===== config.mk =====
export PLATFORM = sky130hd
export DESIGN_NAME = uart_rx_sequencer
export DESIGN_NICKNAME = d
export VERILOG_FILES = /design/src/rtl/uart_rx_sequencer.sv
export SDC_FILE = /design/constraint.sdc
export NUM_CORES = 1
export LEC_CHECK = 0
export CAP_MARGIN = 20
export CORE_MARGIN = 2
export CORE_UTILIZATION = 49
export DETAILED_ROUTE_END_ITERATION = 16
export HOLD_SLACK_MARGIN = 0.06
export PLACE_DENSITY = 0.74
export SETUP_SLACK_MARGIN = 0.2
export SLEW_MARGIN = 20
export SYNTH_ARGS = -nofsm -noshare
export SYNTH_HDL_FRONTEND = slang
export SYNTH_SLANG_ARGS = --single-unit

===== constraint.sdc =====
create_clock -name i_CLK -period 1.63 [get_ports i_CLK]
set_input_delay 0.163 -clock i_CLK [delete_from_list [all_inputs] [get_ports i_CLK]]
set_output_delay 0.163 -clock i_CLK [all_outputs]
set_load 0.01 [all_outputs]

===== src/rtl/uart_rx_sequencer.sv =====
// Oversampling UART receiver: start qualification, mid-bit data sampling (LSB first),
// stop check, and a one-entry valid/ready holding register with framing/overrun flags.
module uart_rx_sequencer #(
    parameter int CLKS_PER_BIT = 16,
    parameter int DATA_BITS    = 8
) (
    input  logic                 i_CLK,
    input  logic                 i_RST_N,
    input  logic                 i_RX,
    input  logic                 i_READY,
    output logic                 o_VALID,
    output logic [DATA_BITS-1:0] o_DATA,
    output logic                 o_FRAME_ERR,
    output logic                 o_OVERRUN,
    output logic                 o_BUSY
);

    localparam int BAUD_W = $clog2(CLKS_PER_BIT);
    localparam int BIT_W  = $clog2(DATA_BITS);
    localparam logic [BAUD_W-1:0] BAUD_MID  = BAUD_W'(CLKS_PER_BIT / 2 - 1);
    localparam logic [BAUD_W-1:0] BAUD_LAST = BAUD_W'(CLKS_PER_BIT - 1);
    localparam logic [BIT_W-1:0]  BIT_LAST  = BIT_W'(DATA_BITS - 1);

    typedef enum logic [2:0] {
        S_IDLE      = 3'd0,
        S_START     = 3'd1,
        S_DATA      = 3'd2,
        S_STOP      = 3'd3,
        S_WAIT_HIGH = 3'd4
    } state_t;

    logic                 rx_meta_q, rx_sync_q, rx_s;
    state_t               state_q, state_d;
    logic [BAUD_W-1:0]    baud_q, baud_d;
    logic [BIT_W-1:0]     bit_q, bit_d;
    logic [DATA_BITS-1:0] shift_q, shift_d;
    logic                 valid_q, valid_d;
    logic [DATA_BITS-1:0] data_q, data_d;
    logic                 frame_err_q, frame_err_d;
    logic                 overrun_q, overrun_d;
    logic                 busy_q, busy_d;
    logic                 deliver_s, frame_s;

    assign rx_s = rx_sync_q;

    // State, counters, synchronizer and registered outputs.
    always_ff @(posedge i_CLK or negedge i_RST_N) begin
        if (!i_RST_N) begin
            rx_meta_q   <= 1'b1;
            rx_sync_q   <= 1'b1;
            state_q     <= S_IDLE;
            baud_q      <= {BAUD_W{1'b0}};
            bit_q       <= {BIT_W{1'b0}};
            shift_q     <= {DATA_BITS{1'b0}};
            valid_q     <= 1'b0;
            data_q      <= {DATA_BITS{1'b0}};
            frame_err_q <= 1'b0;
            overrun_q   <= 1'b0;
            busy_q      <= 1'b0;
        end else begin
            rx_meta_q   <= i_RX;
            rx_sync_q   <= rx_meta_q;
            state_q     <= state_d;
            baud_q      <= baud_d;
            bit_q       <= bit_d;
            shift_q     <= shift_d;
            valid_q     <= valid_d;
            data_q      <= data_d;
            frame_err_q <= frame_err_d;
            overrun_q   <= overrun_d;
            busy_q      <= busy_d;
        end
    end

    // Frame sequencing: next state, bit/baud counters, shift register, delivery strobes.
    always_comb begin
        state_d   = state_q;
        bit_d     = bit_q;
        shift_d   = shift_q;
        deliver_s = 1'b0;
        frame_s   = 1'b0;
        case (state_q)
            S_IDLE: begin
                if (!rx_s) begin
                    state_d = S_START;
                end else begin
                    state_d = S_IDLE;
                end
            end
            S_START: begin
                if (baud_q == BAUD_MID) begin
                    if (!rx_s) begin
                        state_d = S_DATA;
                        bit_d   = {BIT_W{1'b0}};
                    end else begin
                        state_d = S_IDLE;
                    end
                end else begin
                    state_d = S_START;
                end
            end
            S_DATA: begin
                if (baud_q == BAUD_LAST) begin
                    shift_d = {rx_s, shift_q[DATA_BITS-1:1]};
                    if (bit_q == BIT_LAST) begin
                        state_d = S_STOP;
                        bit_d   = {BIT_W{1'b0}};
                    end else begin
                        bit_d   = bit_q + BIT_W'(1);
                    end
                end else begin
                    state_d = S_DATA;
                end
            end
            S_STOP: begin
                if (baud_q == BAUD_LAST) begin
                    if (rx_s) begin
                        deliver_s = 1'b1;
                        state_d   = S_IDLE;
                    end else begin
                        frame_s   = 1'b1;
                        state_d   = S_WAIT_HIGH;
                    end
                end else begin
                    state_d = S_STOP;
                end
            end
            S_WAIT_HIGH: begin
                // Hold off until the line returns high so a break cannot retrigger.
                if (rx_s) begin
                    state_d = S_IDLE;
                end else begin
                    state_d = S_WAIT_HIGH;
                end
            end
            default: begin
                state_d = S_IDLE;
            end
        endcase

        if (state_d != state_q) begin
            baud_d = {BAUD_W{1'b0}};
        end else if (baud_q == BAUD_LAST) begin
            baud_d = {BAUD_W{1'b0}};
        end else begin
            baud_d = baud_q + BAUD_W'(1);
        end
    end

    // Holding register handshake and error pulses.
    always_comb begin
        valid_d     = valid_q;
        data_d      = data_q;
        overrun_d   = 1'b0;
        frame_err_d = frame_s;
        busy_d      = (state_d != S_IDLE);
        if (deliver_s) begin
            if (!valid_q || i_READY) begin
                valid_d = 1'b1;
                data_d  = shift_q;
            end else begin
                overrun_d = 1'b1;
            end
        end else if (valid_q && i_READY) begin
            valid_d = 1'b0;
        end else begin
            valid_d = valid_q;
        end
    end

    assign o_VALID     = valid_q;
    assign o_DATA      = data_q;
    assign o_FRAME_ERR = frame_err_q;
    assign o_OVERRUN   = overrun_q;
    assign o_BUSY      = busy_q;

endmodule


==> flow_summary.toml <==
[die]
die_x_um = 58.6
die_area_um2 = 3430
rows = 19
pin_count = 16
core-area_um2 = 2780
dieHeight_um = 58.6
start_util_pct = 52.5

[timing]
rsz0062_at_grt = "true"
hold_violations = 0
holdWs_ps = 211
fmax_mhz = 619
report.final.slew_viol_count = 0
maxSlewHeadroom_pct = 74.1
skew_ps = 11.2
period_minus_slack_ps = 1620
worstMarginPinSlew_ps = 389
fin_setup_tns_ps = 0
period_share_pct = 99.1
setup_viol = 0

[critical_path]
crit_fanout = 3
critPathKind = "reg2reg"
worst_setup_path_start_kind = "flip-flop"
arrival_ps = 1850
critical_path_required_ps = 1860
end_kind = "flip-flop"

[synthesis]
synthFlopType = "dfrtp_1"
synth_top_family_by_area = "simple AND/OR/NAND/NOR gates"
synth_top_area_share_pct = 51.5
syn_inst = 110
synth_edf_count = 0
synth_area_um2 = 1460
synthXorXnorAreaFrac_pct = 0.600
yosysMostFrequentCell = "dfrtp_1"
synth.distinct_cells = 43
synthAdderAreaFrac_pct = 2.57
synth_top_area_cell = "dfrtp_1"
synthSimpleGateAreaFrac_pct = 14.4
synth_mux_area_share_pct = 13.4
synth_compound_area_share_pct = 9.86
yosysWarningCount = 0
synth_nets = 117
ys_seq_elements = 32
netlist_top_cells_area = "dfrtp_1 (51%), mux2_2 (12%), dfstp_2 (3.6%)"
yosysSeqAreaShare_pct = 55.1
ys_async_sr_fraction_pct = 100
synth_common_cells = "dfrtp_1 (30), mux2_2 (16), nor2_1 (5)"
syn_area_per_cell_um2 = 13.3

[clocking]
clk_pin_slew_ps = 100
cts_hold_buf = 0
clkSinkCount = 32
clockRootBuffer = "clkbuf_4"
htreeDepth = 2
clock_latency_ps = 330
cts_tree = "built"
clockBufferDepth = 2
cts_buffers = 5

[placement]
dpl.hpwl_um = 1800
gp_congestion = 0.771
numPortBuffers = 15

[finish]
nets = 155
layout-drive-gt1-share_pct = 49.0
antenna_cells = 0
area_delta_synth_final_pct = 43.8

[routing]
routedWlPerCell_um = 16.1
viasPerCell = 5.72
ant_nets = 0
drc = 0
drtPass1Iterations = 4
vias = 1030
drt_wl_total_um = 2900
drtIter0Drc = 39

[global_routing]
grt_max_degree = 33
antenna_found_initial = 0
grtUsageMet3_pct = 6.59
gr-usage-met2_pct = 27.4
grt_use_total_pct = 18.4
grt-ovfl-total = 0
grtUsageMet1_pct = 24.2
grt_pass1_vias = 958
busiest_layer = "met2"
grt_pass1_wl_um = 4550

[outcome]
status = "complete, no violations"

[run]
drv_cap = 0

[power_and_ir_drop]
share_seq_of_total_power_pct = 36.5
powerDensity_nw_per_um2 = 1350
combPwrFrac_pct = 40.2
peakVddDrop_v = 0.00108
swShare_pct = 31.3
p_int_uw = 1950
clockPowerShare_pct = 23.4
p_leak_uw = 0.00108
switchingPower_uw = 887

[worst_hold_path]
hold_path_class = "in2async"
-- power by group through the flow --
stage	clock, uW	sequential (uW)	combinational, uW
floorplan	0	995	597
global placement	0	1020	751
detailed placement	0	1030	781
CTS	679	1020	892
global route	722	1050	1220
finish	663	1030	1140
-- worst max-delay path: stages, from the launching register on --
cell,delay (ps)
dfrtp_1,410
or4b_1,540
a211o_1,310
mux2_4,260
-- final timing paths --
path / to / cells after the start / startpoint / slack, ps
max: bit_q[0] / 3 / state_q[1] / 10
min: shift_q[1] / 2 / i_RST_N / 210
max reg2reg: bit_q[0] / 3 / state_q[1] / 10
min reg2reg: rx_s / 0 / rx_meta_q / 360
max in group asynchronous: rx_meta_q / 2 / i_RST_N / 1100
min in group i_CLK: rx_meta_q / 1 / i_RX / 230
-- layer usage --
metal,routed length [um],vias up
met5,0,-
met4,55,0
met3,188,7
met2,1330,34
met1,1320,504
li1,-,485
-- placed cells by master (no fill, tap or decap), types with 3 or more instances in the layout --
cell type and instances:
o21ai_0 3, clkbuf_4 5, buf_6 4, dlymetal6s2s_1 9, nor2b_1 3, clkdlybuf4s50_1 6
buf_4 18, nor2_1 5, nand2_1 3, dfrtp_1 29, mux2_4 17
-- sequential cells by signal (all words and copies together) (netlist names), 3 cells and up --
signal   flops
bit_q        3
baud_q       4
state_q      3
o_DATA       8
shift_q      8
-- final cells by class --
| cell class | count | area (um^2) |
|---|---|---|
| Tap cell | 31 | 38.8 |
| Multi-Input combinational cell | 68 | 774 |
| Inverter | 2 | 7.51 |
| Clock buffer | 7 | 65.1 |
| Fill cell | 163 | 683 |
| Clock inverter | 1 | 30.0 |
| Sequential cell | 32 | 805 |
| Timing Repair Buffer | 39 | 378 |
-- timing repair --
item | 4_1_cts | 5_1_grt
gates cloned | 0 | 1
setup buffers | 4 | 3
gates resized for setup | 18 | 23
setup endpoints to repair | 28 | 35
endpoints found under the hold margin | 0 | 0
pin swaps | 6 | 7
-- per-stage QoR --
| step | util (%) | setup slack [ps] | area, um^2 | total power, uW | std cells |
|---|---|---|---|---|---|
| after global routing | 75.4 | -14.0 | 2100 | 2990 | 180 |
| after detailed placement | 63.5 | -6.52 | 1770 | 1810 | 164 |
| after global placement | 63.5 | 38.5 | 1770 | 1770 | 164 |
| final | 75.4 | 14.2 | 2100 | 2840 | 180 |
| after CTS | 70.9 | 72.7 | 1970 | 2590 | 176 |
| after floorplan | - | -63.0 | 1510 | 1590 | 110 |
-- cells by family after synthesis --
kind of cell,Yosys count
adders and majority gates,3
xor gates and xnor gates,1
and+or+nand+nor,29
buffers and inverters,10
muxes,17
AOI/OAI and AO/OA,18
DFF,32
Note: power is estimated with default switching activity, not from simulation.
